==> src/rtl/mac_pkg.sv <==
// Shared definitions for the MAC drain blocks: widths, FSM encoding and
// the round/shift/saturate quantizer applied to the PE's wide product.
package mac_pkg;

   localparam int W    = 16;
   localparam int OW   = 16;
   localparam int SH_W = 5;
   localparam int XW   = 2*W + 1;

   typedef enum logic {
      ACCUM   = 1'b0,
      CAPTURE = 1'b1
   } state_t;

   typedef struct packed {
      logic          sat;
      logic [OW-1:0] data;
   } quant_t;

   // One guard bit keeps the rounding add from overflowing; the result is
   // then clamped to the signed OW-bit range.
   function automatic quant_t quantize(input logic [2*W-1:0] product,
                                       input logic [SH_W-1:0] shift);
      logic signed [XW-1:0] ext;
      logic signed [XW-1:0] rnd;
      logic signed [XW-1:0] shifted;
      logic signed [XW-1:0] max_v;
      logic signed [XW-1:0] min_v;
      quant_t               q;
      max_v = XW'(2**(OW-1) - 1);
      min_v = ~max_v;
      ext   = $signed({product[2*W-1], product});
      rnd   = '0;
      if (shift != '0) begin
         rnd = XW'(1) << (shift - SH_W'(1));
      end
      shifted = (ext + rnd) >>> shift;
      q.sat   = 1'b0;
      q.data  = shifted[OW-1:0];
      if (shifted > max_v) begin
         q.sat  = 1'b1;
         q.data = max_v[OW-1:0];
      end else if (shifted < min_v) begin
         q.sat  = 1'b1;
         q.data = min_v[OW-1:0];
      end
      return q;
   endfunction

endpackage

==> src/rtl/mac_result_fifo.sv <==
// Small result FIFO; the head entry is presented straight from storage.
module mac_result_fifo #(
   parameter int DEPTH = 4,
   parameter int OW    = 16
) (
   input  logic          clk,
   input  logic          rst,
   input  logic          push,
   input  logic [OW-1:0] push_data,
   input  logic          pop,
   output logic          full,
   output logic          empty,
   output logic [OW-1:0] head
);

   localparam int AW = $clog2(DEPTH);

   logic [OW-1:0] mem [DEPTH];
   logic [AW:0]   wr_ptr;
   logic [AW:0]   rd_ptr;
   logic          do_push;
   logic          do_pop;

   assign do_pop  = pop && !empty;
   assign do_push = push && (!full || do_pop);
   assign empty   = (wr_ptr == rd_ptr);
   assign full    = (wr_ptr[AW] != rd_ptr[AW]) && (wr_ptr[AW-1:0] == rd_ptr[AW-1:0]);
   assign head    = mem[rd_ptr[AW-1:0]];

   // Storage and pointer update; the extra pointer bit separates full from empty.
   always_ff @(posedge clk or posedge rst) begin
      if (rst) begin
         wr_ptr <= '0;
         rd_ptr <= '0;
         for (int i = 0; i < DEPTH; i++) begin
            mem[i] <= '0;
         end
      end else begin
         if (do_push) begin
            mem[wr_ptr[AW-1:0]] <= push_data;
            wr_ptr              <= wr_ptr + 1'b1;
         end
         if (do_pop) begin
            rd_ptr <= rd_ptr + 1'b1;
         end
      end
   end

endmodule

==> src/rtl/mac_drain_quant.sv <==
// Drains the MAC PE: counts a window of beats, captures the accumulated
// product, clears the PE and queues the quantized result.
//
//   state   | meaning
//   --------+---------------------------------------------------------
//   ACCUM   | accepting beats; beats_left counts down the open window
//   CAPTURE | product holds the window sum; push result, clear the PE
module mac_drain_quant #(
   parameter int W     = 16,
   parameter int OW    = 16,
   parameter int DEPTH = 4,
   parameter int LEN_W = 8,
   parameter int SH_W  = 5
) (
   input  logic                  clk,
   input  logic                  rst,
   input  logic [LEN_W-1:0]      cfg_len,
   input  logic [SH_W-1:0]       cfg_shift,
   input  logic                  in_valid,
   output logic                  in_ready,
   input  logic signed [2*W-1:0] product,
   output logic                  pe_clear,
   output logic                  out_valid,
   input  logic                  out_ready,
   output logic [OW-1:0]         out_data,
   output logic                  sat_flag
);

   import mac_pkg::*;

   state_t           state;
   state_t           state_nxt;
   logic [LEN_W-1:0] beats_left;
   logic [LEN_W-1:0] beats_left_nxt;
   logic [LEN_W-1:0] len_eff;
   logic [SH_W-1:0]  shift_q;
   logic             win_start;
   logic             fifo_push;
   logic             fifo_full;
   logic             fifo_empty;
   quant_t           q;

   // A zero length would never close a window, so it runs as one beat.
   assign len_eff   = (cfg_len == '0) ? LEN_W'(1) : cfg_len;
   assign q         = quantize(product, shift_q);
   assign out_valid = !fifo_empty;

   // State, window down-counter, latched shift and sticky saturation.
   always_ff @(posedge clk or posedge rst) begin
      if (rst) begin
         state      <= ACCUM;
         beats_left <= '0;
         shift_q    <= '0;
         sat_flag   <= 1'b0;
      end else begin
         state      <= state_nxt;
         beats_left <= beats_left_nxt;
         if (win_start) begin
            shift_q <= cfg_shift;
         end
         if (fifo_push && q.sat) begin
            sat_flag <= 1'b1;
         end
      end
   end

   // Next-state, beat acceptance and PE clear; beats_left==1 is the last beat.
   always_comb begin
      state_nxt      = state;
      beats_left_nxt = beats_left;
      in_ready       = 1'b0;
      pe_clear       = rst;
      fifo_push      = 1'b0;
      win_start      = 1'b0;
      case (state)
         ACCUM: begin
            in_ready = !rst && !fifo_full;
            if (in_valid && !rst && !fifo_full) begin
               if (beats_left == '0) begin
                  win_start = 1'b1;
                  if (len_eff == LEN_W'(1)) begin
                     state_nxt = CAPTURE;
                  end else begin
                     beats_left_nxt = len_eff - LEN_W'(1);
                  end
               end else if (beats_left == LEN_W'(1)) begin
                  state_nxt      = CAPTURE;
                  beats_left_nxt = '0;
               end else begin
                  beats_left_nxt = beats_left - LEN_W'(1);
               end
            end
         end
         CAPTURE: begin
            pe_clear  = 1'b1;
            fifo_push = 1'b1;
            state_nxt = ACCUM;
         end
      endcase
   end

   mac_result_fifo #(
      .DEPTH (DEPTH),
      .OW    (OW)
   ) u_fifo (
      .clk       (clk),
      .rst       (rst),
      .push      (fifo_push),
      .push_data (q.data),
      .pop       (out_valid && out_ready),
      .full      (fifo_full),
      .empty     (fifo_empty),
      .head      (out_data)
   );

endmodule

==> config.mk <==
export PLATFORM = sky130hd
export DESIGN_NAME = mac_drain_quant
export DESIGN_NICKNAME = d
export VERILOG_FILES = /design/src/rtl/mac_pkg.sv /design/src/rtl/mac_result_fifo.sv /design/src/rtl/mac_drain_quant.sv
export SDC_FILE = /design/constraint.sdc
export NUM_CORES = 1
export LEC_CHECK = 0
export CORE_ASPECT_RATIO = 1.5
export CORE_MARGIN = 2
export CORE_UTILIZATION = 30
export CTS_CLUSTER_DIAMETER = 30
export DETAILED_ROUTE_END_ITERATION = 10
export HOLD_SLACK_MARGIN = 0.02
export MAX_ROUTING_LAYER = met4
export REMOVE_ABC_BUFFERS = 1
export SLEW_MARGIN = 20
export SYNTH_ARGS = -nofsm -noshare
export SYNTH_HDL_FRONTEND = slang
export SYNTH_SLANG_ARGS = --single-unit
==> constraint.sdc <==
create_clock -name clk -period 6.55 [get_ports clk]
set_input_delay 1.6375 -clock clk [delete_from_list [all_inputs] [get_ports clk]]
set_output_delay 1.6375 -clock clk [all_outputs]
set_load 0.005 [all_outputs]
Word-level counts from Yosys, hierarchy flattened
Cells that the tools add are included.
- add/sub/neg operators: 6
- $mul: 0
- divide/modulo/power cells: 0
- magnitude comparators: 5
- equality and inequality tests: 6
- shift operators: 2
- muxes and demuxes: 24
- bitwise logic cells: 3
- reductions and logical operators: 17
- operators by type and width (kind ; number):
    bitwise mux 64 bit ; 1
    two-way mux 16 bit ; 3
    two-way mux 17 bit ; 2
    adder 32 x 33 -> 33 bit ; 1
    > comparator 33 x 16 -> 1 bit, second input constant ; 1
    < comparator 33 x 16 -> 1 bit, second input constant ; 1
    two-way mux 33 bit ; 1
    left shift 1 x 5 -> 33 bit, first input constant ; 1
    >>> shifter 33 x 5 -> 33 bit ; 1
    binary-select mux 16 bit (select 2 bit) ; 1
    demux 16 bit (select 2 bit) ; 1
    two-way mux 8 bit ; 4
    == test 8 x 1 -> 1 bit, second input constant ; 2
    zero test 8 bit ; 2
    subtractor 8 x 1 -> 8 bit, second input constant ; 2
    two-way mux 1 bit ; 10
    logical AND 1 bit ; 9
    adder 3 x 1 -> 3 bit, second input constant ; 2
    greater-or-equal comparator 3 bit, second input constant ; 2
    inverter 2 -> 3 bit ; 2
    nonzero test 5 bit ; 1
    subtractor 5 x 1 -> 5 bit, second input constant ; 1
    == test 3 bit ; 1
    zero test 1 bit ; 3
    8 further kinds ; 8
- bits in registers: 85
- bits in latches: 0
- bits in writable memories: 0
- ROM bits: 0
- input bits: 49
- output and inout port bits: 20
- word-level logic and storage cells: 73
- memories: 0

Depth between registers and ports, before layout
Gate-level depths: netlist of run 1.
- depth in word-level cells: 9
- depth in mapped cells: 25
- depth with buffers taken out: 19

Cells and area by module
From an unflattened synthesis of run 1, not the netlist that was laid out.
- cells, all modules: 1021
- area total of the unflattened synthesis: 8904.8 um^2
- by module, submodules not included (module ; instances ; cells an instance ; area each (um^2) ; seq. area each (um^2)):
    mac_drain_quant ; 1 ; 830 ; 5610.4 ; 375.4
    mac_result_fifo ; 1 ; 191 ; 3294.4 ; 1751.7

Worst setup path after synthesis of run 1
No wires, ideal clock.
- path type: input-to-output
- start point: input port rst
- end point: output port in_ready
- arrival: 3.957 ns
- data required time: 4.912 ns
- setup slack: 0.955 ns
- cell stages on the path: 3
- buffers on the path: 0
- cell sequence: inv_1 nand2_1 a21oi_1
- longest elaborated chain between the ends: 3
- ends and longest elaborated chain (item ; RTL line ; RTL):
    from (decl) ; mac_drain_quant.sv:16 ; input logic rst,
    zero test 1 bit (no source line) ; -- ;
    logical AND 1 bit ; mac_drain_quant.sv:77 ; in_ready = !rst && !fifo_full;
    two-way mux 1 bit ; mac_drain_quant.sv:75 ; case (state)
    to (decl) ; mac_drain_quant.sv:20 ; output logic in_ready,
Every way passes these cells.

Worst setup path after layout of run 1
- start point: input port product[0]
- end point: register u_fifo.mem[7] (netlist bit)
- longest elaborated chain between the ends: 6
- ends and longest elaborated chain (item ; RTL line ; RTL):
    from (decl) ; mac_drain_quant.sv:21 ; input logic signed [2*W-1:0] product,
    adder 32 x 33 -> 33 bit * ; mac_pkg.sv:37 ; shifted = (ext + rnd) >>> shift;
    >>> shifter 33 x 5 -> 33 bit * ; mac_pkg.sv:37 ;
    < comparator 33 x 16 -> 1 bit ; mac_pkg.sv:43 ; end else if (shifted < min_v) begin
    two-way mux 17 bit ; mac_pkg.sv:43 ;
    two-way mux 17 bit * ; mac_pkg.sv:40 ; if (shifted > max_v) begin
    bitwise mux 64 bit * ; mac_result_fifo.sv:40 ; mem[wr_ptr[AW-1:0]] <= push_data;
    to (signal, indexed assignment) ; mac_result_fifo.sv:40 ;
    to (decl) ; mac_result_fifo.sv:18 ; logic [OW-1:0] mem [DEPTH];
Every way passes the cells marked *; elsewhere a longest branch is shown, timed or not.
A chain may end at the register's enable or synchronous reset.

==> flow_summary.yaml, run 1 <==
timing:
  grt_setup_unrepaired: "no"
  hold_viol: 0
  finalHoldWorstSlack_ps: 485
  finalSetupViolCount: 0
  relSlewSlack_pct: 40.0
  clock-skew-final_ps: 8.11
  fin_crit_sh_pct: 95.9
  drv_slew: 0
  tightest_slew_ps: 900
  fin_crit_ps: 6280
  fmax_mhz: 159
layout:
  diodes: 0
  syn2layout_area_growth_pct: 18.1
  utilization_pct: 35.8
  layout.nets: 1274
  drive_above_1_share_pct: 18.4
cts:
  insertion_delay_ps: 340
  post-cts-setup-buffers: 0
  clock-sinks: 85
  clockBufferDepth: 2
  clkTransAtPathRegs_ps: 60
  hold_buffers: 0
  cts_made_buffers: 9
  cts_tree: "done"
  cts_max_level: 3
  root_buffer: "clkbuf_16"
synth:
  yosysWarnings: 0
  syn_inst: 1123
  synth_top_area_cell: "dfrtp_1"
  synthTopCellsByArea: "dfrtp_1 (23%), mux2_2 (8.0%), mux4_2 (6.0%), ha_1 (5.5%), nand2_1 (4.7%)"
  synth_flop_cell: "dfrtp_1"
  yosysMostFrequentCell: "nand2_1"
  ys_seq_area_share_pct: 22.8
  netlist.area_leader.share_pct: 22.8
  ys_async_sr_fraction_pct: 100
  yosys-top-cells-count: "nand2_1 (116), nor2_1 (107), dfrtp_1 (85), a21oi_1 (81), mux2_2 (66)"
  synth_edf_count: 0
  synth_cell_types: 89
  synthesis.area_mm2: 0.00934
  synth-seq-cells: 85
  synth.avg_cell_area_um2: 8.32
routing:
  vias: 9428
  drt-total-wl_um: 33700
  wl_per_cell_um: 21.2
  post-route-drc-count: 0
  viasPerCell: 5.92
  met1Wirelength_um: 12700
  wl_met3_um: 1480
  dr_wl_met2_um: 17400
  ant_nets: 0
  dr.max_layer_used: "met4"
  first_pass_iters: 5
  drt-initial-drc-count: 661
die:
  ioPinCount: 69
  fp.dieH_um: 220
  num_rows: 79
  start_util_pct: 30.3
  fp.dieArea_mm2: 0.0326
  core_area_mm2: 0.0308
  fp.dieW_um: 148
critical_path:
  worst-setup-path-type: "input pin to register"
  cp-end-kind: "register"
  cp.required_ps: 6830
  critPathMaxStageDelay_ps: 520
  cp_slowest_cell: "a222oi_1"
  worstReg2RegStart: "shift_q[1]"
  cp_cell_sequence: "clkdlybuf4s50_1, ha_1, inv_1, fa_1, nand2b_1, a21o_1, a211oi_1, buf_4, nor2_1, and3_1, o311ai_0, o211ai_1, a222oi_1, nor3b_2, a211oi_4, buf_12, o31ai_2, mux2_2"
  worstPathArrival_ps: 6550
  critPathMaxFanout: 16
  start_kind: "input pin"
  cp-startpoint: "product[0]"
status:
  outcome: "finished, final reports clean"
global_routing:
  overflow: 0
  grt_pass1_vias: 9187
  grtUsageTotal_pct: 21.0
  antenna_found_initial: 0
  grt_max_degree: 56
  grt_first_pass_wirelength_um: 52000
min_path:
  hold_class: "register to register"
  min_from: "u_fifo.mem[15]"
power_and_ir_drop:
  leakagePower_nw: 4.51
  ir_drop_mv: 0.142
  p_per_area_mw_per_mm2: 434
job:
  drv_cap: 0
place:
  port_buffers: 68
  place.gp.congestion: 1.03
  hpwl_um: 26700
==> cell usage in the layout (no fill, tap or decap), types with 28 or more instances in the layout <==
| master | Yosys | layout |
|---|---|---|
| a21oi_1 | 81 | 81 |
| mux2_2 | 66 | 66 |
| nor3_1 | 30 | 30 |
| o21ai_0 | 57 | 57 |
| a211oi_1 | 28 | 28 |
| clkdlybuf4s50_1 | 0 | 68 |
| ha_1 | 41 | 41 |
| buf_4 | 1 | 62 |
| nor2_1 | 107 | 107 |
| dfrtp_1 | 85 | 85 |
| nand2_1 | 116 | 116 |
==> power by group <==
group | total [mW] | leakage, nW | internal [mW] | switching, mW
registers | 0.794 | 1.12 | 0.677 | 0.117
clock network | 0.524 | 0.148 | 0.316 | 0.208
logic | 3.47 | 3.24 | 1.34 | 2.13
==> metrics by stage <==
stage | worst slack (ps) | std cells | setup TNS, ps | cell area [µm²] | power, mW
final | 271 | 1593 | 0 | 11000 | 4.79
after global routing | 22.1 | 1593 | 0 | 11000 | 5.09
after floorplan | 254 | 1039 | 0 | 8980 | 2.94
after CTS | 200 | 1593 | 0 | 11000 | 4.74
after detailed placement | -134 | 1577 | -1190 | 10700 | 4.20
after global placement | -86.4 | 1577 | -969 | 10700 | 4.20
==> what timing repair did <==
action / in CTS / in global routing
hold endpoints to repair: 0 / 0
setup endpoints to repair: 0 / 12
gates resized for setup: 0 / 3
==> sequential cells by signal, summed over array words and instances (netlist names) <==
signal	flops
beats_left	8
sat_flag	1
shift_q	5
state	1
u_fifo.mem	64
u_fifo.rd_ptr	3
u_fifo.wr_ptr	3
==> final timing paths <==
path                                        to  slack, ps  cells after the start
worst max-delay path             u_fifo.mem[7]        270                     18
worst min-delay path            u_fifo.mem[15]        480                      2
worst max register to register   u_fifo.mem[7]        610                     17
worst min register to register  u_fifo.mem[15]        480                      2
max in group asynchronous        beats_left[4]       3700                      4
min in group asynchronous       u_fifo.mem[18]       1790                      3
==> cells by family (layout without fill, tap and decap cells) <==
kind of cell             Yosys count  count (layout)  share of synthesized area [%]
buffers and inverters            110             175                           4.93
adder cells (fa/ha/maj)           42              42                           5.70
XOR/XNOR                          31              31                           2.91
other                              1               1                         0.0401
flip-flops                        85              85                           22.8
AND/OR/NAND/NOR                  377             377                           19.4
AO/OA/AOI/OAI                    364             364                           28.0
multiplexers                     113             113                           16.3
==> area by class of cell <==
| class | instances | area, µm² |
|---|---|---|
| well taps | 405 | 507 |
| flip-flops and latches | 85 | 2130 |
| repair buffers | 133 | 1210 |
| clock inverters | 5 | 58.8 |
| multi-input cells | 928 | 6780 |
| clock buffers | 11 | 253 |
| fillers | 3260 | 19800 |
| inverters | 26 | 98.8 |
==> layer usage <==
layer / track usage, % / vias up
met5: - / -
li1: - / 4403
met1: 23.1 / 4517
met2: 37.3 / 398
met4: 12.6 / 0
met3: 1.26 / 110
==> worst max-delay path: cells and delay by family <==
kind                     cells  cell delay, ps
AO/OA/AOI/OAI                7            2320
buffers and inverters        4             890
multiplexers                 1             240
adder cells (fa/ha/maj)      2             600
AND/OR/NAND/NOR              4             850
Note: power is estimated with default switching activity, not from simulation.
==> run 2: changes to the inputs <==
CTS_BUF_LIST = sky130_fd_sc_hd__clkbuf_4 sky130_fd_sc_hd__clkbuf_8   (was not set)
==> run 2 against run 1 <==
Die area is the same. Combinational power is essentially flat. Maximum frequency down 0.99%. Critical path type unchanged.
==> flow_summary.yaml, run 2 (synthesized netlist as in run 1, its figures left out) <==
min_path:
  hold_class: "register to register"
  worst_hold_path.num_cells: 2
  min_from: "u_fifo.mem[15]"
  whs_endpoint: "u_fifo.mem[15]"
layout:
  largest_register: "u_fifo.mem"
  finish.instance_area_mm2: 0.0109
  syn2layout_area_growth_pct: 16.9
  largest_reg_flops: 64
  layout_commonest_cell: "nand2_1"
  drive_above_1_share_pct: 18.4
  layout_common_cells: "nand2_1 (116), nor2_1 (107), dfrtp_1 (85), a21oi_1 (81), clkdlybuf4s50_1 (68)"
  layout.nets: 1274
  utilization_pct: 35.4
  largestRegisters: "u_fifo.mem x64, beats_left x8, shift_q x5"
routing:
  drt-initial-drc-count: 627
  viasPerCell: 5.89
  ant_nets: 0
  drt-total-wl_um: 33700
  wl_per_cell_um: 21.1
  post-route-drc-count: 0
  vias: 9394
  first_pass_iters: 5
global_routing:
  antenna_found_initial: 0
  overflow: 0
  grt_max_degree: 56
  use_met3_pct: 1.20
  grtUsageTotal_pct: 21.0
  grt_first_pass_wirelength_um: 52000
  busiest_layer: "met2"
  grt_pass1_vias: 9185
  grt_util_met1_pct: 23.1
  gr-usage-met2_pct: 37.3
place:
  place_area_mm2: 0.0107
  port_buffers: 68
  place.gp.congestion: 1.03
  hpwl_um: 26700
critical_path:
  critPathMaxStageDelay_ps: 570
  worstReg2RegStart: "shift_q[1]"
  start_kind: "input pin"
  cp_slowest_cell: "a222oi_1"
  worstPathArrival_ps: 6640
  worst-setup-path-type: "input pin to register"
  timing.rr.end: "u_fifo.mem[7]"
  cp.required_ps: 6850
  critPathMaxFanout: 16
  cp_cell_sequence: "clkdlybuf4s50_1, ha_1, inv_1, fa_1, nand2b_1, a21o_1, a211oi_1, buf_4, nor2_1, and3_1, o311ai_0, o211ai_1, a222oi_1, nor3b_2, a211oi_4, buf_12, o31ai_2, mux2_2"
  reg2reg_depth: 17
  cp-end-kind: "register"
  r2r_setup_slack_ps: 530
die:
  start_util_pct: 30.3
  fp.dieW_um: 148
  ioPinCount: 69
  core_area_mm2: 0.0308
  fp.dieArea_mm2: 0.0326
  num_rows: 79
  fp.dieH_um: 220
timing:
  clock-skew-final_ps: 12.9
  finalSetupViolCount: 0
  fin_crit_ps: 6340
  fmax_mhz: 158
  drv_slew: 0
  hold_viol: 0
  fin_crit_sh_pct: 96.8
  grt_setup_unrepaired: "no"
  relSlewSlack_pct: 37.6
  tightest_slew_ps: 936
cts:
  cts_tree: "done"
  clockBufferDepth: 2
  cts_max_level: 3
  cts_made_buffers: 9
  hold_buffers: 0
  root_buffer: "clkbuf_8"
  clock-sinks: 85
  clkTransAtPathRegs_ps: 90
  insertion_delay_ps: 360
power_and_ir_drop:
  leakagePower_nw: 4.46
  p_per_area_mw_per_mm2: 426
  net-switching-power_mw: 2.44
  seqPwrFrac_pct: 17.0
  combinationalPowerShare_pct: 74.5
  power_switching_share_pct: 52.4
  total_power_mw: 4.65
  ir_drop_mv: 0.157
  internal-power_mw: 2.21
  clock_power_share_pct: 8.4
job:
  drv_cap: 0
status:
  outcome: "finished, final reports clean"
[run 2: cell types whose count changed in the layout (fill, tap and decap cells not counted), sizes merged]
| cell | delta |
|---|---|
| diode | +1 |
[run 2: metrics by stage]
step / hold slack, ps / setup TNS [ps] / instances / setup WS [ps]
finish: 488 / 0 / 1594 / 208
global route: 519 / 0 / 1593 / 6.39
CTS: 494 / 0 / 1593 / 226
detailed placement: 475 / -1190 / 1577 / -134
global placement: 459 / -969 / 1577 / -86.4
floorplan: 445 / 0 / 1039 / 254
[run 2: worst max-delay path: cells and delay by family]
family	cells	cell delay (ps)
fa+ha+maj	2	600
simple gates	4	860
buf+inv	4	890
compound gates	7	2400
mux	1	240
[run 2: layout make-up]
class | instances | area [µm²]
Timing Repair Buffer | 133 | 1210
Multi-Input combinational cell | 928 | 6770
Inverter | 26 | 98.8
Clock buffer | 11 | 151
Tap cell | 405 | 507
Antenna cell | 1 | 2.50
Clock inverter | 5 | 58.8
Sequential cell | 85 | 2130
Fill cell | 3270 | 19900
[run 2: how the worst max path moves through the flow]
stage / start / endpoint / slack, ps / cells after the start
2_1_floorplan: shift_q[2] / u_fifo.mem[8] / 250 / 18
3_3_place_gp: product[0] / u_fifo.mem[25] / -90 / 18
3_5_place_dp: product[0] / u_fifo.mem[56] / -130 / 18
4_1_cts: product[0] / u_fifo.mem[56] / 230 / 18
5_1_grt: product[0] / u_fifo.mem[2] / 6 / 17
6_report: product[0] / u_fifo.mem[7] / 210 / 18
[run 2: power by group through the flow]
stage,combinational (mW),sequential [mW],clock [mW]
floorplan,2.06,0.886,0
global placement,3.40,0.797,0
detailed placement,3.40,0.803,0
global route,3.72,0.813,0.421
CTS,3.41,0.793,0.402
finish,3.47,0.793,0.391
[run 2: metal layers]
layer	vias to the layer above	wire [µm]
met5	-	0
met2	382	17400
met3	116	1420
li1	4404	-
met1	4492	12700
met4	0	2150
[run 2: repair_timing]
item                                    4_1_cts  5_1_grt
setup buffers                                 0        0
gates resized for setup                       0        2
endpoints found under the setup margin        0        8
